[src/rtl/cnn_pkg.sv]
// Shared CNN pipeline definitions: sequencer state encoding, cfg widths and the pool-stage latency.
package cnn_pkg;

  localparam int unsigned CfgWidth    = 8;
  localparam int unsigned NumWidth    = 16;
  // Must track the max-pool stage's actual output latency.
  localparam int unsigned PoolLatency = 4;

  typedef enum logic [1:0] {
    StIdle  = 2'd0,
    StRun   = 2'd1,
    StDrain = 2'd2
  } ctrl_state_e;

endpackage

[src/rtl/pool_delay_line.sv]
// Depth-deep 1-bit marker shift register; pending_o flags a marker that has yet to reach out_o.
module pool_delay_line #(
  parameter int unsigned Depth = 4
) (
  input  logic clk,
  input  logic rst_n,
  input  logic in_i,
  output logic out_o,
  output logic pending_o
);

  localparam logic [Depth-1:0] OutMask = Depth'(1) << (Depth - 1);

  logic [Depth-1:0] stage_q, stage_d;

  always_comb begin
    stage_d    = stage_q << 1;
    stage_d[0] = in_i;
  end

  always_ff @(posedge clk or negedge rst_n) begin
    if (!rst_n) begin
      stage_q <= '0;
    end else begin
      stage_q <= stage_d;
    end
  end

  assign out_o = stage_q[Depth-1];
  // The output stage is excluded: once a marker sits there, nothing remains after this cycle.
  assign pending_o = in_i | (|(stage_q & ~OutMask));

endmodule

[src/rtl/pool_window_ctrl.sv]
// Window sequencer in front of the max-pool stage: registers samples, marks window boundaries,
// times win_done/job_done. Optional stat_windows counter under POOL_WINDOW_CTRL_STATS_EN.
module pool_window_ctrl
  import cnn_pkg::*;
#(
  parameter int unsigned NUM_WIDTH    = NumWidth,
  parameter int unsigned CFG_WIDTH    = CfgWidth,
  parameter int unsigned POOL_LATENCY = PoolLatency
) (
  input  logic                 clk,
  input  logic                 rst_n,
  input  logic [CFG_WIDTH-1:0] cfg_len,
  input  logic [CFG_WIDTH-1:0] cfg_num,
  input  logic                 cfg_valid,
  output logic                 cfg_ready,
  input  logic [NUM_WIDTH-1:0] up_data,
  input  logic                 up_valid,
  output logic                 up_ready,
  output logic [NUM_WIDTH-1:0] pool_data,
  output logic                 pool_valid,
  output logic                 pool_restart,
  output logic                 win_done,
  output logic                 job_done
`ifdef POOL_WINDOW_CTRL_STATS_EN
  ,
  output logic [31:0]          stat_windows
`endif
);

  ctrl_state_e          state_q;
  logic [CFG_WIDTH-1:0] len_q, num_q, sample_cnt_q, win_cnt_q;
  logic [NUM_WIDTH-1:0] pool_data_q;
  logic                 pool_valid_q, pool_restart_q, mark_q, job_done_q;
  logic                 up_hs, last_sample, last_win, line_pending;

  assign cfg_ready   = (state_q == StIdle);
  assign up_ready    = (state_q == StRun);
  assign up_hs       = up_valid & up_ready;
  assign last_sample = (sample_cnt_q == len_q - CFG_WIDTH'(1));
  assign last_win    = (win_cnt_q == num_q - CFG_WIDTH'(1));

  always_ff @(posedge clk or negedge rst_n) begin
    if (!rst_n) begin
      state_q        <= StIdle;
      len_q          <= '0;
      num_q          <= '0;
      sample_cnt_q   <= '0;
      win_cnt_q      <= '0;
      pool_data_q    <= '0;
      pool_valid_q   <= 1'b0;
      pool_restart_q <= 1'b0;
      mark_q         <= 1'b0;
      job_done_q     <= 1'b0;
    end else begin
      pool_valid_q   <= up_hs;
      pool_data_q    <= up_hs ? up_data : '0;
      pool_restart_q <= up_hs && (sample_cnt_q == '0);
      // Marker travels with the last sample so the delay line counts from its pool_valid cycle.
      mark_q         <= up_hs && last_sample;
      job_done_q     <= 1'b0;
      unique case (state_q)
        StIdle: begin
          if (cfg_valid) begin
            len_q        <= (cfg_len == '0) ? CFG_WIDTH'(1) : cfg_len;
            num_q        <= (cfg_num == '0) ? CFG_WIDTH'(1) : cfg_num;
            sample_cnt_q <= '0;
            win_cnt_q    <= '0;
            state_q      <= StRun;
          end
        end
        StRun: begin
          if (up_hs) begin
            if (last_sample) begin
              sample_cnt_q <= '0;
              win_cnt_q    <= win_cnt_q + CFG_WIDTH'(1);
              if (last_win) begin
                state_q <= StDrain;
              end
            end else begin
              sample_cnt_q <= sample_cnt_q + CFG_WIDTH'(1);
            end
          end
        end
        StDrain: begin
          if (!mark_q && !line_pending) begin
            state_q    <= StIdle;
            job_done_q <= 1'b1;
          end
        end
        default: state_q <= StIdle;
      endcase
    end
  end

  pool_delay_line #(
    .Depth(POOL_LATENCY)
  ) u_marker_line (
    .clk      (clk),
    .rst_n    (rst_n),
    .in_i     (mark_q),
    .out_o    (win_done),
    .pending_o(line_pending)
  );

  assign pool_data    = pool_data_q;
  assign pool_valid   = pool_valid_q;
  assign pool_restart = pool_restart_q;
  assign job_done     = job_done_q;

`ifdef POOL_WINDOW_CTRL_STATS_EN
  logic [31:0] stat_windows_q;

  always_ff @(posedge clk or negedge rst_n) begin
    if (!rst_n) begin
      stat_windows_q <= '0;
    end else if (win_done) begin
      stat_windows_q <= stat_windows_q + 32'd1;
    end
  end

  assign stat_windows = stat_windows_q;
`endif

endmodule

[config.mk]
export PLATFORM = sky130hd
export DESIGN_NAME = pool_window_ctrl
export DESIGN_NICKNAME = d
export VERILOG_FILES = /design/src/rtl/cnn_pkg.sv /design/src/rtl/pool_delay_line.sv /design/src/rtl/pool_window_ctrl.sv
export SDC_FILE = /design/constraint.sdc
export NUM_CORES = 1
export LEC_CHECK = 0
export ABC_AREA = 1
export BUFFER_PORTS_ARGS = -buffer_cell sky130_fd_sc_hd__clkbuf_2
export CAP_MARGIN = 30
export CORE_MARGIN = 4
export CORE_UTILIZATION = 50
export CTS_CLUSTER_SIZE = 30
export DETAILED_ROUTE_END_ITERATION = 6
export GPL_ROUTABILITY_DRIVEN = 0
export PLACE_DENSITY_LB_ADDON = 0.1
export RECOVER_POWER = 50
export SETUP_SLACK_MARGIN = 0.4
export SLEW_MARGIN = 5
export SYNTH_ARGS = -nofsm -noshare
export SYNTH_HDL_FRONTEND = slang
export SYNTH_SLANG_ARGS = --single-unit
[constraint.sdc]
create_clock -name clk -period 1.83 [get_ports clk]
set_input_delay 0.4575 -clock clk [delete_from_list [all_inputs] [get_ports clk]]
set_output_delay 0.4575 -clock clk [all_outputs]
set_load 0.01 [all_outputs]
# Yosys cells after proc, flatten, opt, wreduce, memory -nomap -nowiden
# Cells that the tools add are included.
dict set report classes {
  n_addsub 4
  multipliers 0
  n_div 0
  n_lt_le_gt_ge 0
  n_eq_ne 9
  shift 0
  muxes 18
  n_bitwise 2
  n_reduce_logical 15
}
# op count
set ops {}
lappend ops {{8-bit 2-to-1 mux} 7}
lappend ops {{8-bit case mux with 2 select lines} 2}
lappend ops {{8-bit logical NOT} 3}
lappend ops {{8-bit by 1-bit adder with 8-bit output, second input constant} 2}
lappend ops {{8-bit == test} 2}
lappend ops {{16-bit 2-to-1 mux} 1}
lappend ops {{8-bit by 1-bit subtractor with 8-bit output, second input constant} 2}
lappend ops {{2-bit 2-to-1 mux} 5}
lappend ops {{2-bit by 1-bit != test with 1-bit output, second input constant} 3}
lappend ops {{2-bit case mux with 3 select lines} 1}
lappend ops {{5-bit AND reduction} 1}
lappend ops {{2-bit != test, second input constant} 2}
lappend ops {{4-bit AND reduction} 1}
lappend ops {{1-bit logical AND} 3}
lappend ops {{3-bit AND reduction} 1}
lappend ops {{3-bit OR reduction} 1}
lappend ops {{2-bit by 1-bit == test with 1-bit output, second input constant} 1}
lappend ops {{2-bit == test, second input constant} 1}
lappend ops {{1-bit logical NOT} 2}
lappend ops {{2-bit logical NOT} 1}
lappend ops {{1-bit 2-to-1 mux} 2}
lappend ops {{2-bit AND reduction} 1}
lappend ops {{2-bit nonzero test} 1}
lappend ops {{1-bit AND} 1}
lappend ops {{1-bit OR} 1}
dict set report totals {
  regBits 58
  latch_bits 0
  ramBits 0
  mem_bits_ro 0
  inputBits 36
  memories 0
}

# Longest topological paths before layout
dict set report depth {
  depth_word 6
  mapped_depth 16
  ltp_nobuf 15
}

# By module
# A second synthesis with hierarchy kept.
dict set report hier_totals {
  hier_cells 394
  hier_area_um2 3105.5
}
# module instances cells_per_inst area_each_um2 seq_area_each_um2
set by_module_without_submodules {}
lappend by_module_without_submodules {pool_window_ctrl 1 387 2994.1 1351.3}
lappend by_module_without_submodules {pool_delay_line 1 7 111.4 100.1}

# Worst setup path after synthesis
# OpenSTA, ideal clock, no wires.
dict set report synth_timing {
  path_type {reg-to-reg}
  from {register len_q[0]}
  to {register win_cnt_q[6]}
  setup_time_ns 0.117
  arrival_time_ns 1.679
  required_time_ns 1.713
  path_slack_ns 0.034
  stages_incl_launch_ff 16
  period_less_slack_ns 1.796
  cell_sequence {dfrtp_1 -> inv_2 -> ha_1 -> nand2_1 -> nand2_1 -> nor2_1 -> nand2_1 -> nor2_2 -> nand2_2 -> nor2_4 -> nand2_4 -> nand2_8 -> nand2_4 -> buf_6 -> nand2_2 -> o21ai_2}
}
dict set report synth_between {
  elab_chain_cells 4
}
# item line
set synth_rtl {}
lappend synth_rtl {{start: declaration} pool_window_ctrl.sv:31} ;# logic [CFG_WIDTH-1:0] len_q, num_q, sample_cnt_q, win_cnt_q;
lappend synth_rtl {{start signal: assignment} pool_window_ctrl.sv:64} ;# len_q <= (cfg_len == '0) ? CFG_WIDTH'(1) : cfg_len;
lappend synth_rtl {{8-bit by 1-bit subtractor with 8-bit output} pool_window_ctrl.sv:39} ;# assign last_sample = (sample_cnt_q == len_q - CFG_WIDTH'(1));
lappend synth_rtl {{8-bit == test} pool_window_ctrl.sv:39}
lappend synth_rtl {{2-bit by 1-bit != test with 1-bit output (no source line)} -}
lappend synth_rtl {{4-bit AND reduction (no source line)} -}
lappend synth_rtl {{end signal: assignment} pool_window_ctrl.sv:75} ;# win_cnt_q <= win_cnt_q + CFG_WIDTH'(1);
lappend synth_rtl {{end: declaration} pool_window_ctrl.sv:31}
# Every way passes these cells.
# A chain may end at the register's enable or synchronous reset.

# Final worst setup path
dict set report layout_timing {
  from {register len_q[1]}
  to {register win_cnt_q[2]}
}
# Same word-level chain as after synthesis.

==> results.py <==
metrics = {
    "routing": {
        "ant_nets": 0,
        "drc_errors": 0,
        "routed_wl_um": 6680,
        "first_pass_iters": 4,
        "vias": 2621,
        "drtIter0Drc": 110,
        "via_per_inst": 4.84,
        "wire_per_inst_um": 12.3,
    },
    "min_path": {
        "whs_path_depth": 3,
        "hold_path.class": "input port to flop",
    },
    "clock_tree": {
        "clock_path_buffers": 2,
        "cts.sinks": 58,
        "cts_tree": "built",
        "clock_latency_ns": 0.34,
        "root_buffer": "clkbuf_8",
        "cts_buffers": 9,
        "hold_buffers": 0,
        "clkSlewWorstSetupHoldPaths_ns": 0.08,
        "htree_num_levels": 3,
    },
    "synthesis": {
        "synth.most_common_cell": "nand2_1",
        "synth_edf_count": 0,
        "synthDistinctLibCells": 30,
        "netlist.area_leader.share": 0.474,
        "ys_seq_area_frac": 0.474,
        "yosys.area.top_type": "dfrtp_1",
        "avgSynthCellArea_um2": 8.07,
        "synth_commonest_cells": "nand2_1, dfrtp_1, inv_1",
        "syn-num-nets": 420,
        "synth_async_sr_flop_share": 1.00,
        "synth.area.top_cells": "dfrtp_1, nand2_1, inv_1",
        "synth_cells": 379,
        "synth-main-ff-cell": "dfrtp_1",
        "yosys_register_bits": 58,
        "synth_warnings": 0,
        "syn-cell-area_mm2": 0.00306,
    },
    "placement": {
        "dpl_cell_area_mm2": 0.00350,
        "dp_cells": 511,
        "hpwlAfterDp_um": 4610,
        "port-buffer-count": 57,
        "place_ws_ns": 0.0237,
    },
    "critical_path": {
        "cp_data_required_time_ns": 2.06,
        "critical_path_peak_fanout": 8,
        "cp-start-kind": "flop",
        "worstPathArrival_ns": 1.99,
        "cp-end-kind": "flop",
        "r2r_cells": 13,
        "worstSetupPathType": "flop to flop",
    },
    "cells_and_area": {
        "stdcell_count": 542,
        "final_area_mm2": 0.00395,
        "antenna_cells": 0,
        "final_layout_size_suffix_gt1_frac": 0.332,
        "nets": 503,
        "area_growth_pct": 29.0,
    },
    "sta": {
        "report.final.slew_viol_count": 0,
        "finalClockSkew_ns": 0.0114,
        "setup_violations": 0,
        "grt_setup_unrepaired": "true",
        "fmax_mhz": 570,
        "slew-limit-headroom": 0.0497,
        "worst_pin_slew_ns": 1.43,
        "fin_ws_ns": 0.0754,
        "final-hold-violation-count": 0,
        "fin_crit_ns": 1.75,
        "finalCritPeriodShare": 0.959,
    },
    "global_routing": {
        "met3_usage": 0.0523,
        "grtUsageMet1": 0.251,
        "antenna_found_initial": 0,
        "grt_busiest_layer": "met2",
        "grt_first_pass_wirelength_um": 11400,
        "grt_pass1_vias": 2536,
        "grt_overflow": 0,
        "grtUsageTotal": 0.196,
        "grt_max_degree": 59,
        "grt_use_met2": 0.318,
    },
    "power_and_ir_drop": {
        "powerDensity_mw_per_mm2": 1550,
        "vdd_drop_max_v": 0.000775,
        "p_leak_nw": 2.08,
    },
    "run": {
        "maxCapViolations": 0,
    },
    "floorplan": {
        "start_util": 0.517,
        "die_h_um": 86.2,
        "core-area_mm2": 0.00592,
        "die_area_mm2": 0.00743,
        "ios": 58,
        "die_w_um": 86.2,
        "fp-row-count": 28,
    },
    "run_status": {
        "status": "finished clean",
    },
}
## critical path, cell delays in order, from the launching register on
cell,delay [ns]
dfrtp_1,0.40
buf_4,0.14
nor2_2,0.14
nand2_2,0.10
nor2_2,0.13
nand2_1,0.07
nand3_2,0.08
nand2_2,0.06
nor2_4,0.10
nand2_4,0.08
nand2_8,0.12
nand2_8,0.09
nand2_2,0.08
o21ai_2,0.05
## routing by layer
metal	vias to the layer above	part of all wire
met5	-	0
met4	0	0.015
met3	10	0.040
met2	44	0.50
met1	1231	0.45
li1	1336	-
## logic make-up (layout without fill, tap and decap cells)
family                   after synthesis  in the layout  synth area share
XOR/XNOR                              21             21            0.0601
flip-flops                            58             58             0.474
AND/OR/NAND/NOR                      198            199             0.300
AO/OA/AOI/OAI                         29             29            0.0585
buffers and inverters                 68            155            0.0863
adder cells (fa/ha/maj)                5              5            0.0204
## placed cells by master, fill, tap and decap left out, drive strengths merged, types with 6 or more instances in the layout
cell type,netlist,routed
nand2,102,103
clkbuf,4,65
inv,61,61
dfrtp,58,58
nor2,50,50
buf,3,22
nand3,21,21
o21ai,19,19
xor2,11,11
xnor2,10,10
nor3,10,10
a21oi,8,8
nand4,6,6
## power breakdown
group	switching (mW)	total [mW]	internal (mW)	leakage, nW
Sequential	0.337	1.97	1.63	0.763
Combinational	1.61	2.82	1.21	1.21
Clock	0.551	1.33	0.777	0.110
## sequential cells by signal, indices dropped and copies added, names as in the netlist
name,cells
state_q,2
sample_cnt_q,8
pool_data,16
pool_valid,1
mark_q,1
num_q,8
len_q,8
job_done,1
pool_restart,1
win_cnt_q,8
u_marker_line.stage_q,4
## per-stage QoR
step	total power, mW	util	hold WS, ns	TNS (ns)
2_1_floorplan	3.66	-	0.162	0
3_3_place_gp	4.21	0.591	0.359	0
3_5_place_dp	4.28	0.591	0.362	0
4_1_cts	5.94	0.653	0.116	0
5_1_grt	6.63	0.667	0.288	-0.975
6_report	6.11	0.667	0.295	0
## worst paths after layout
| path | startpoint | to | slack (ns) |
|---|---|---|---|
| worst max-delay path | len_q[1] | win_cnt_q[2] | 0.08 |
| worst min-delay path | up_data[8] | pool_data[8] | 0.30 |
| worst max register to register | len_q[1] | win_cnt_q[2] | 0.08 |
| worst min register to register | u_marker_line.stage_q[0] | u_marker_line.stage_q[1] | 0.38 |
| max in group asynchronous | rst_n | state_q[0] | 0.35 |
| min in group asynchronous | rst_n | win_cnt_q[2] | 0.53 |
## layout make-up
class,instances,area (um2)
Fill cell,500,1970
Multi-Input combinational cell,254,1460
Sequential cell,58,1450
Timing Repair Buffer,78,480
Inverter,61,233
Clock buffer,9,124
Clock inverter,7,103
Tap cell,75,93.8
## repair_timing
action / 4_1_cts / 5_1_grt
endpoints found under the setup margin: 22 / 25
pin swaps: 6 / 3
buffers inserted: 9 / 5
gates resized for setup: 21 / 15
gates cloned: 1 / 0
(Power assumes the default switching activity.)
